`src/rtl/alu_op_issuer.sv`:
```
// rtl/alu_op_issuer.sv - decode/issue stage driving the combinational ALU with a held response (optional SLT via ALU_SLT_EN)
module alu_op_issuer #(
  parameter int WIDTH = 32
) (
  input  logic             clk,
  input  logic             reset,
  input  logic             req_valid,
  output logic             req_ready,
  input  logic [1:0]       alu_op,
  input  logic [2:0]       funct3,
  input  logic             funct7b5,
  input  logic             alu_src,
  input  logic [WIDTH-1:0] rs1_data,
  input  logic [WIDTH-1:0] rs2_data,
  input  logic [WIDTH-1:0] imm,
  output logic [WIDTH-1:0] alu_a,
  output logic [WIDTH-1:0] alu_b,
  output logic [3:0]       alu_ctrl,
  input  logic [WIDTH-1:0] alu_result,
  input  logic             alu_zero,
  output logic             rsp_valid,
  input  logic             rsp_ready,
  output logic [WIDTH-1:0] result,
  output logic             zero,
  output logic             branch_taken,
  output logic             illegal
);

  localparam logic [3:0] CTRL_AND = 4'b0000;
  localparam logic [3:0] CTRL_OR  = 4'b0001;
  localparam logic [3:0] CTRL_ADD = 4'b0010;
  localparam logic [3:0] CTRL_SUB = 4'b0110;
`ifdef ALU_SLT_EN
  localparam logic [3:0] CTRL_SLT = 4'b0111;
`endif

  typedef enum logic [1:0] {
    S_IDLE,
    S_ISSUE,
    S_DONE
  } state_t;

  typedef enum logic [1:0] {
    BR_NONE,
    BR_EQ,
    BR_NE
  } br_t;

  state_t           state_q, state_d;
  br_t              br_q, br_d;
  logic             ill_pend_q, ill_pend_d;
  logic [WIDTH-1:0] alu_a_q, alu_a_d;
  logic [WIDTH-1:0] alu_b_q, alu_b_d;
  logic [3:0]       alu_ctrl_q, alu_ctrl_d;
  logic [WIDTH-1:0] result_q, result_d;
  logic             zero_q, zero_d;
  logic             branch_taken_q, branch_taken_d;
  logic             illegal_q, illegal_d;

  logic [3:0]       dec_ctrl;
  logic             dec_illegal;
  br_t              dec_br;
  logic             cap_zero;

  // Translate ALUOp/funct fields into the ALU code, branch kind and legality
  always_comb begin
    dec_ctrl    = CTRL_ADD;
    dec_illegal = 1'b0;
    dec_br      = BR_NONE;
    case (alu_op)
      2'b00: dec_ctrl = CTRL_ADD;
      2'b01: begin
        case (funct3)
          3'b000: begin
            dec_ctrl = CTRL_SUB;
            dec_br   = BR_EQ;
          end
          3'b001: begin
            dec_ctrl = CTRL_SUB;
            dec_br   = BR_NE;
          end
          default: dec_illegal = 1'b1;
        endcase
      end
      2'b10: begin
        case (funct3)
          3'b000: dec_ctrl = (funct7b5 && !alu_src) ? CTRL_SUB : CTRL_ADD;
          3'b111: dec_ctrl = CTRL_AND;
          3'b110: dec_ctrl = CTRL_OR;
`ifdef ALU_SLT_EN
          3'b010: dec_ctrl = CTRL_SLT;
`endif
          default: dec_illegal = 1'b1;
        endcase
      end
      default: dec_illegal = 1'b1;
    endcase
  end

  // The ALU zero flag is only meaningful for SUB, and an illegal op reports no flags
  assign cap_zero = !ill_pend_q && (alu_ctrl_q == CTRL_SUB) && alu_zero;

  // Next-state and register updates for the accept / issue / respond sequence
  always_comb begin
    state_d        = state_q;
    br_d           = br_q;
    ill_pend_d     = ill_pend_q;
    alu_a_d        = alu_a_q;
    alu_b_d        = alu_b_q;
    alu_ctrl_d     = alu_ctrl_q;
    result_d       = result_q;
    zero_d         = zero_q;
    branch_taken_d = branch_taken_q;
    illegal_d      = illegal_q;
    case (state_q)
      S_IDLE: begin
        if (req_valid) begin
          alu_a_d    = rs1_data;
          alu_b_d    = alu_src ? imm : rs2_data;
          alu_ctrl_d = dec_ctrl;
          ill_pend_d = dec_illegal;
          br_d       = dec_illegal ? BR_NONE : dec_br;
          state_d    = S_ISSUE;
        end
      end
      S_ISSUE: begin
        result_d  = ill_pend_q ? '0 : alu_result;
        zero_d    = cap_zero;
        illegal_d = ill_pend_q;
        case (br_q)
          BR_EQ:   branch_taken_d = cap_zero;
          BR_NE:   branch_taken_d = !cap_zero;
          default: branch_taken_d = 1'b0;
        endcase
        state_d = S_DONE;
      end
      S_DONE: begin
        if (rsp_ready) begin
          state_d = S_IDLE;
        end
      end
      default: state_d = S_IDLE;
    endcase
  end

  // State and datapath registers; reset drops any in-flight operation
  always_ff @(posedge clk) begin
    if (reset) begin
      state_q        <= S_IDLE;
      br_q           <= BR_NONE;
      ill_pend_q     <= 1'b0;
      alu_a_q        <= '0;
      alu_b_q        <= '0;
      alu_ctrl_q     <= CTRL_ADD;
      result_q       <= '0;
      zero_q         <= 1'b0;
      branch_taken_q <= 1'b0;
      illegal_q      <= 1'b0;
    end else begin
      state_q        <= state_d;
      br_q           <= br_d;
      ill_pend_q     <= ill_pend_d;
      alu_a_q        <= alu_a_d;
      alu_b_q        <= alu_b_d;
      alu_ctrl_q     <= alu_ctrl_d;
      result_q       <= result_d;
      zero_q         <= zero_d;
      branch_taken_q <= branch_taken_d;
      illegal_q      <= illegal_d;
    end
  end

  assign req_ready    = (state_q == S_IDLE);
  assign rsp_valid    = (state_q == S_DONE);
  assign alu_a        = alu_a_q;
  assign alu_b        = alu_b_q;
  assign alu_ctrl     = alu_ctrl_q;
  assign result       = result_q;
  assign zero         = zero_q;
  assign branch_taken = branch_taken_q;
  assign illegal      = illegal_q;

endmodule

```
`config.mk`:
```
export PLATFORM = sky130hd
export DESIGN_NAME = alu_op_issuer
export DESIGN_NICKNAME = d
export VERILOG_FILES = /design/src/rtl/alu_op_issuer.sv
export SDC_FILE = /design/constraint.sdc
export NUM_CORES = 1
export LEC_CHECK = 0
export ABC_AREA = 1
export CORE_MARGIN = 4
export CORE_UTILIZATION = 41
export CTS_BUF_LIST = sky130_fd_sc_hd__clkbuf_16
export DETAILED_ROUTE_END_ITERATION = 10
export PLACE_DENSITY = 0.86
export REMOVE_ABC_BUFFERS = 1
export SYNTH_ARGS = -nofsm -noshare
export SYNTH_HDL_FRONTEND = slang
export SYNTH_SLANG_ARGS = --single-unit
```
`constraint.sdc`:
```
create_clock -name clk -period 3.4 [get_ports clk]
set_clock_uncertainty 0.1 [all_clocks]
set_input_delay 0.68 -clock clk [delete_from_list [all_inputs] [get_ports clk]]
set_output_delay 0.68 -clock clk [all_outputs]
set_load 0.005 [all_outputs]
```
Word level (Yosys, flattened, before mapping):

Cells that the tools add are included.

* bits in registers: 108
* output and inout bits: 105
* RAM bits: 0
* memory bits (read-only): 0
* memories: 0
* latch bits: 0
* input port bits: 140
* logic and storage cells: 51

* div/mod/pow operators: 0
* reduce and logical (&&, ||, !) cells: 13
* add/subtract/negate cells: 0
* multiplexer cells: 16
* equal/unequal tests: 12
* shift-type cells: 0
* bitwise logic cells: 0
* multiply operators: 0
* magnitude comparators: 0

Operator list (count)
* $mux 32: 2
* $pmux 3 s3: 1
* $mux 2: 4
* $eq 2x1->1 const B: 3
* $eq 2x2->1 const B: 3
* $eq 3x3->1 const B: 2
* $mux 3: 2
* $pmux 2 s3: 1
* $pmux 3 s2: 1
* $eq 4x3->1 const B: 1
* $logic_not 2->1: 2
* $pmux 2 s2: 1
* $reduce_and 2->1: 2
* $eq 3x1->1 const B: 1
* $logic_and 1x1->1: 3
* $logic_not 1->1: 3
* $logic_not 3->1: 1
* $pmux 1 s3: 1
* $reduce_or 3->1: 1
* $mux 1: 2
* $ne 2x1->1 const B: 1
* $ne 2x2->1 const B: 1
* $pmux 1 s2: 1
* $reduce_or 2->1: 1

Depth between registers and ports, before layout:

Gate-level depths: netlist of run 1.

* depth after elaboration: 5
* gate-level depth with buffers: 8
* depth with buffers taken out: 8

Least setup slack after synthesis of run 1:

No wires, ideal clock.

* path kind: input to register
* from: input port alu_op[0]
* to: register alu_ctrl_q[1] (netlist: alu_ctrl[1])
* setup slack: 1.768 ns
* setup time: 0.116 ns
* data arrival time: 1.416 ns
* data required time: 3.184 ns
* path buffers: 0
* cell stages on the path: 5
* cell sequence: inv_1 -> ha_1 -> or2_2 -> o21ai_1 -> nand2_1

* longest elaborated chain between the ends: 2
* elaborated cells between the ends (all ways): 3
* those cells by class: eq/ne: 2; mux: 1

Ends and longest elaborated chain
* start, declared: line 9 `input logic [1:0] alu_op,`
* $eq 2x2->1 or $eq 2x1->1 (tied branches): line 70 `case (alu_op)`
* $pmux 3 s2 *: line 70
* end signal, assigned: line 165 `alu_ctrl_q <= alu_ctrl_d;`
* end, declared: line 54 `logic [3:0] alu_ctrl_q, alu_ctrl_d;`

Mark *: on every way between the ends. The rest lies on a longest branch, timed or not.
A chain may end at the register's enable or synchronous reset.

Worst setup path in the final report of run 1:

* from: register state_q[1]
* to: output port rsp_valid

* longest elaborated chain between the ends: 1

Ends and longest elaborated chain
* start, declared: line 49 `state_t state_q, state_d;`
* start signal, assigned: line 160 `state_q <= state_d;`
* $eq 2x2->1: line 174 `assign rsp_valid = (state_q == S_DONE);`
* end, declared: line 21 `output logic rsp_valid,`

Every way passes these cells.

==> results of run 1 <==
## layer usage
metal	vias up	share of wire	routed length, microns	track usage
li1	2146	-	-	-
met1	1970	0.38	5124	0.2369
met2	202	0.48	6461	0.3836
met3	19	0.12	1573	0.09160
met4	0	0.020	262	0.07213
met5	-	0	0	0
## stage by stage
stage                     total power, mW  hold slack (ns)  cells  area [sq um]
after floorplan                     1.625           0.3393    471          3989
after global placement              2.032           0.3578    852          6638
after detailed placement            2.051           0.3754    852          6638
after CTS                           3.151           0.3867    868          6953
after global routing                3.264           0.4061    868          6953
final                               3.122           0.3822    868          6953
## worst min-delay path, cell delays in order, from the launching register on
cell and delay, ns:
dfxtp_1 0.32, nand2_1 0.06, a21oi_1 0.06
## power groups by stage
stage | clock network (mW) | logic, mW | registers [mW]
final | 1.10 | 0.623 | 1.40
after global routing | 1.17 | 0.682 | 1.41
after CTS | 1.12 | 0.630 | 1.40
after detailed placement | 0 | 0.625 | 1.43
after global placement | 0 | 0.612 | 1.42
after floorplan | 0 | 0.195 | 1.43
## flip-flops by register name, summed over array words and instances (netlist names), 2 cells and up
register	count
result	32
alu_a	32
state_q	2
br_q	2
alu_b	32
alu_ctrl	3
## path summary, 6_finish.rpt
path,endpoint,cells after the start,slack [ns],start
worst max-delay path,rsp_valid,3,1.17,state_q[1]
worst min-delay path,br_q[1],2,0.38,br_q[1]
worst max register to register,result[13],4,1.34,state_q[0]
worst min register to register,br_q[1],2,0.38,br_q[1]
## kinds of logic after synthesis
family | count (synthesis) | share of synthesized area
buffers and inverters | 56 | 0.06797
and+or+nand+nor | 235 | 0.2271
DFF | 107 | 0.5082
other | 1 | 0.0008896
AOI/OAI and AO/OA | 109 | 0.1870
adders and majority gates | 3 | 0.008906
## cell usage in the layout (no fill, tap or decap), drive strengths merged
cell type,n
a21oi,8
a22oi,33
buf,5
bufinv,2
clkbuf,9
clkdlybuf4s50,243
clkinv,4
conb,1
dfxtp,107
ha,3
inv,17
nand2,81
nand3,38
nand3b,1
nor2,113
nor3,1
o211a,32
o21ai,36
or2,1
## area by class of cell
| class | count | area (sq um) | area share |
|---|---|---|---|
| tap | 133 | 166.4 | 0.02393 |
| sequential | 107 | 2142 | 0.3081 |
| multi-input combinational | 348 | 1787 | 0.2570 |
| clock buffer | 9 | 225.2 | 0.03239 |
| inverter | 16 | 60.06 | 0.008638 |
| clock inverter | 7 | 90.09 | 0.01296 |
| timing repair buffer | 248 | 2482 | 0.3570 |
==> flow_summary.toml, run 1 <==
[yosys]
ys_seq_area_frac = 0.5082
ys_types = 22
yosys.area.top_type = "dfxtp_1"
async_reset_ff_frac = 0
yosysMostFrequentCell = "nor2_1"
syn_avg_cell_area_sq_um = 8.249
ys_seq_elements = 107
synth-edff-count = 0
synth_top_area_frac = 0.5082
synth_area_leaders = "dfxtp_1 (51%), nor2_1 (9.9%), o211a_1 (7.6%)"
yosysWarnings = 0
synth_common_cells = "nor2_1 (111), dfxtp_1 (107), nand2_1 (79)"
synth-main-ff-cell = "dfxtp_1"
syn-instance-count = 511
syn-cell-area_sq_um = 4215

[route]
wirelength_microns = 13420
first_pass_iters = 5
drc = 0
vias = 4337
drt_iter0_markers = 235
via_per_inst = 4.997
antenna_left = 0
wl_per_cell_microns = 15.46

[clocking]
post_cts.repair.setup_buffers = 0
cts_max_level = 3
cts-resized-gates = 0
path_clk_slew_ns = 0.07
cts_num_sinks = 107
ctsHoldBuffers = 0
root_buffer = "clkbuf_16"
clock_insertion_delay_worst_skew_ns = 0.34
clk_path_buf_depth = 2
tritoncts = "built"
numCtsBuffers = 9

[floorplan]
die_w_microns = 109.4
start_util = 0.4254
core_area_sq_um = 9910
ios = 245
rows = 36
die_h_microns = 109.4
die_area_sq_um = 11970

[sta]
worst_slew_pin_slew_ns = 0.9710
finalMaxSlewViolations = 0
rsz0062_at_grt = "no"
min_period_ns = 2.232
setup_violations = 0
setup_ws_ns = 1.168
fin_crit_sh = 0.6566
finalSetupTns_ns = 0
hold_viol = 0
max-slew-margin-rel = 0.3527
max_freq_mhz = 448.0

[job]
maxCapViolCount = 0

[power]
pwr-share-comb = 0.199
p_sw_mw = 0.7529
ir_worst_vdd_v = 0.0002506
swShare = 0.2411
cellPowerDensity_nw_per_um2 = 449.1
power.share.sequential = 0.447
p_clk_frac = 0.353
internal_power_mw = 2.369
power.leakage_nw = 2.950

[critical_path]
cpMaxStageDelayCell = "clkdlybuf4s50_1"
arrival_ns = 1.45
path_cells = "inv_1, nor2_1, clkdlybuf4s50_1"
worst_setup_path_end_kind = "output pin"
slowest_delay_ns = 0.54
criticalPathCategory = "reg -> out"
critPathRequiredTime_ns = 2.62
critPathMaxFanout = 2
path_delay_family = "buffers and inverters"
cp.buffers_inverters = 2
critPathLaunchType = "register"

[global_route]
grt.total_usage = 0.2184
grt_max_degree = 99
grt_first_pass_wirelength_microns = 20570
grt_pass1_vias = 4275
overflow = 0
antenna_found_initial = 0

[placed_design]
dp_hpwl_microns = 9897
gp_congestion = 0.8042
port_buffers = 243
place_ws_ns = 0.9479

[final_layout]
nFillCells = 757
fin_util = 0.7016
n_antenna_cell = 0
fin_nets = 873
drive_gt1_frac = 0.03537
syn_to_final_growth_pct = 64.95

[min_path]
hp-class = "reg -> reg"

[run_status]
status = "finished, final reports clean"
Note: power is estimated with default switching activity, not from simulation.
==> inputs of run 2 (changes only) <==
--- a/config.mk
+++ b/config.mk
@@ -7,10 +7,10 @@
 export LEC_CHECK = 0
 export ABC_AREA = 1
 export CORE_MARGIN = 4
-export CORE_UTILIZATION = 41
+export CORE_UTILIZATION = 34
 export CTS_BUF_LIST = sky130_fd_sc_hd__clkbuf_16
 export DETAILED_ROUTE_END_ITERATION = 10
-export PLACE_DENSITY = 0.86
+export PLACE_DENSITY = 0.76
 export REMOVE_ABC_BUFFERS = 1
 export SYNTH_ARGS = -nofsm -noshare
 export SYNTH_HDL_FRONTEND = slang
==> constraint.sdc (replaced) <==
create_clock -name clk -period 2 [get_ports clk]
set_clock_uncertainty 0.1 [all_clocks]
set_input_delay 0.4 -clock clk [delete_from_list [all_inputs] [get_ports clk]]
set_output_delay 0.4 -clock clk [all_outputs]
set_load 0.005 [all_outputs]
==> flow_summary.toml, run 2 (synthesis results as in run 1) <==
[run_status]
status = "finished, final reports clean"

[placed_design]
dp_hpwl_microns = 10410
gp_congestion = 0.8360
place_ws_ns = 0.03437
dpl_cell_area_sq_um = 6774
port_buffers = 243

[final_layout]
seq_area_sq_um = 2142
nFillCells = 1017
fin_nets = 882
design_area_sq_um = 7061
syn_to_final_growth_pct = 67.50
final_cell_mix = "clkdlybuf4s50_1 (242), nor2_1 (111), dfxtp_1 (107)"
fin_util = 0.5854
final_common_cell = "clkdlybuf4s50_1"
multi_input_area_sq_um = 1787
drive_gt1_frac = 0.04441
n_antenna_cell = 0

[clocking]
numCtsBuffers = 9
path_clk_slew_ns = 0.07
root_buffer = "clkbuf_16"
clock_insertion_delay_worst_skew_ns = 0.34
post_cts.repair.setup_buffers = 0
clk_path_buf_depth = 2
tritoncts = "built"
cts_num_sinks = 107
cts_max_level = 3

[sta]
setup_ws_ns = 0.1481
min_period_ns = 1.852
max_freq_mhz = 540.0
hold_slack_ns = 0.3761
setup_violations = 0
finalMaxSlewViolations = 0
rsz0062_at_grt = "no"
fin_crit_sh = 0.9260
hold_viol = 0

[critical_path]
r2r_end = "result[1]"
path_delay_family = "buffers and inverters"
crit_start = "state_q[0]"
rrSetupSlack_ns = 0.59
crit_path_end = "req_ready"
criticalPathCategory = "reg -> out"
cpMaxStageDelayCell = "clkdlybuf4s50_1"
critPathLaunchType = "register"
slowest_delay_ns = 0.53
reg2reg_depth = 5
critPathRequiredTime_ns = 1.50
critPathMaxFanout = 3
path_cells = "nor2_4, clkdlybuf4s50_1"
rr_startpoint = "state_q[0]"
worst_setup_path_end_kind = "output pin"
cp.buffers_inverters = 1
crit_cells = 2
arrival_ns = 1.35

[power]
cellPowerDensity_nw_per_um2 = 733.4
power.leakage_nw = 3.002
ir_worst_vdd_v = 0.0003567

[route]
highest_layer = "met4"
via_per_inst = 4.868
vias = 4435
drt_iter0_markers = 310
wirelength_microns = 13820
dr_wl_met2_microns = 6802
wl_met3_microns = 1338
drt-met1-wl_microns = 5388
drc = 0
antenna_left = 0
first_pass_iters = 5
wl_per_cell_microns = 15.17

[floorplan]
core_area_sq_um = 12060
die_w_microns = 119.3
die_h_microns = 119.3
start_util = 0.3495
rows = 40
die_area_sq_um = 14240
ios = 245

[global_route]
grt_pass1_vias = 4475
grt.total_usage = 0.1893
grt_first_pass_wirelength_microns = 21890
overflow = 0
antenna_found_initial = 0
grt_max_degree = 60

[job]
maxCapViolCount = 0

[min_path]
hp-class = "reg -> reg"
[run 2: how the worst min path moves through the flow]
stage	startpoint	to	depth (start not counted)
finish	br_q[1]	br_q[1]	2
CTS	br_q[1]	br_q[1]	2
floorplan	br_q[1]	br_q[1]	2
detailed placement	br_q[1]	br_q[1]	2
global placement	br_q[1]	br_q[1]	2
global route	alu_b[21]	alu_b[21]	1
[run 2: what timing repair did]
action,CTS,global route
hold buffers,0,0
gates resized for setup,0,1
endpoints found under the setup margin,0,1
[run 2: final cells by class]
| cell class | count | share of cell area |
|---|---|---|
| Clock buffer | 9 | 0.03190 |
| Multi-Input combinational cell | 348 | 0.2531 |
| Inverter | 16 | 0.008506 |
| Clock inverter | 6 | 0.008329 |
| Sequential cell | 107 | 0.3034 |
| Tap cell | 168 | 0.02977 |
| Timing Repair Buffer | 257 | 0.3651 |
[run 2: worst reg2reg max path, cell delays in order, from the launching register on]
cell	delay, ns
dfxtp_1	0.41
nand2_2	0.17
nor2_4	0.10
buf_4	0.32
a22oi_1	0.12
nor2_1	0.12
[run 2: metrics by stage]
stage	std cells	TNS (ns)	total power, mW
6_report	911	0	5.178
5_1_grt	911	0	5.432
4_1_cts	911	0	5.241
3_5_place_dp	896	0	3.522
3_3_place_gp	896	0	3.492
2_1_floorplan	471	-2.228	2.762
[run 2: layer usage]
layer,track usage,vias up
met5,0,-
met4,0.07445,0
met3,0.06458,21
met2,0.3349,204
met1,0.2077,2047
li1,-,2163
[run 2: power by group]
group,switching (mW),internal [mW]
Sequential,0.0877,2.29
Clock,0.755,0.955
Combinational,0.425,0.666
==> inputs of run 3 (changes only) <==
--- a/config.mk
+++ b/config.mk
@@ -6,6 +6,7 @@
 export NUM_CORES = 1
 export LEC_CHECK = 0
 export ABC_AREA = 1
+export CAP_MARGIN = 10
 export CORE_MARGIN = 4
 export CORE_UTILIZATION = 34
 export CTS_BUF_LIST = sky130_fd_sc_hd__clkbuf_16
==> results of run 3 <==
No change in the layout: final DEF, timing and power equal those of run 2.
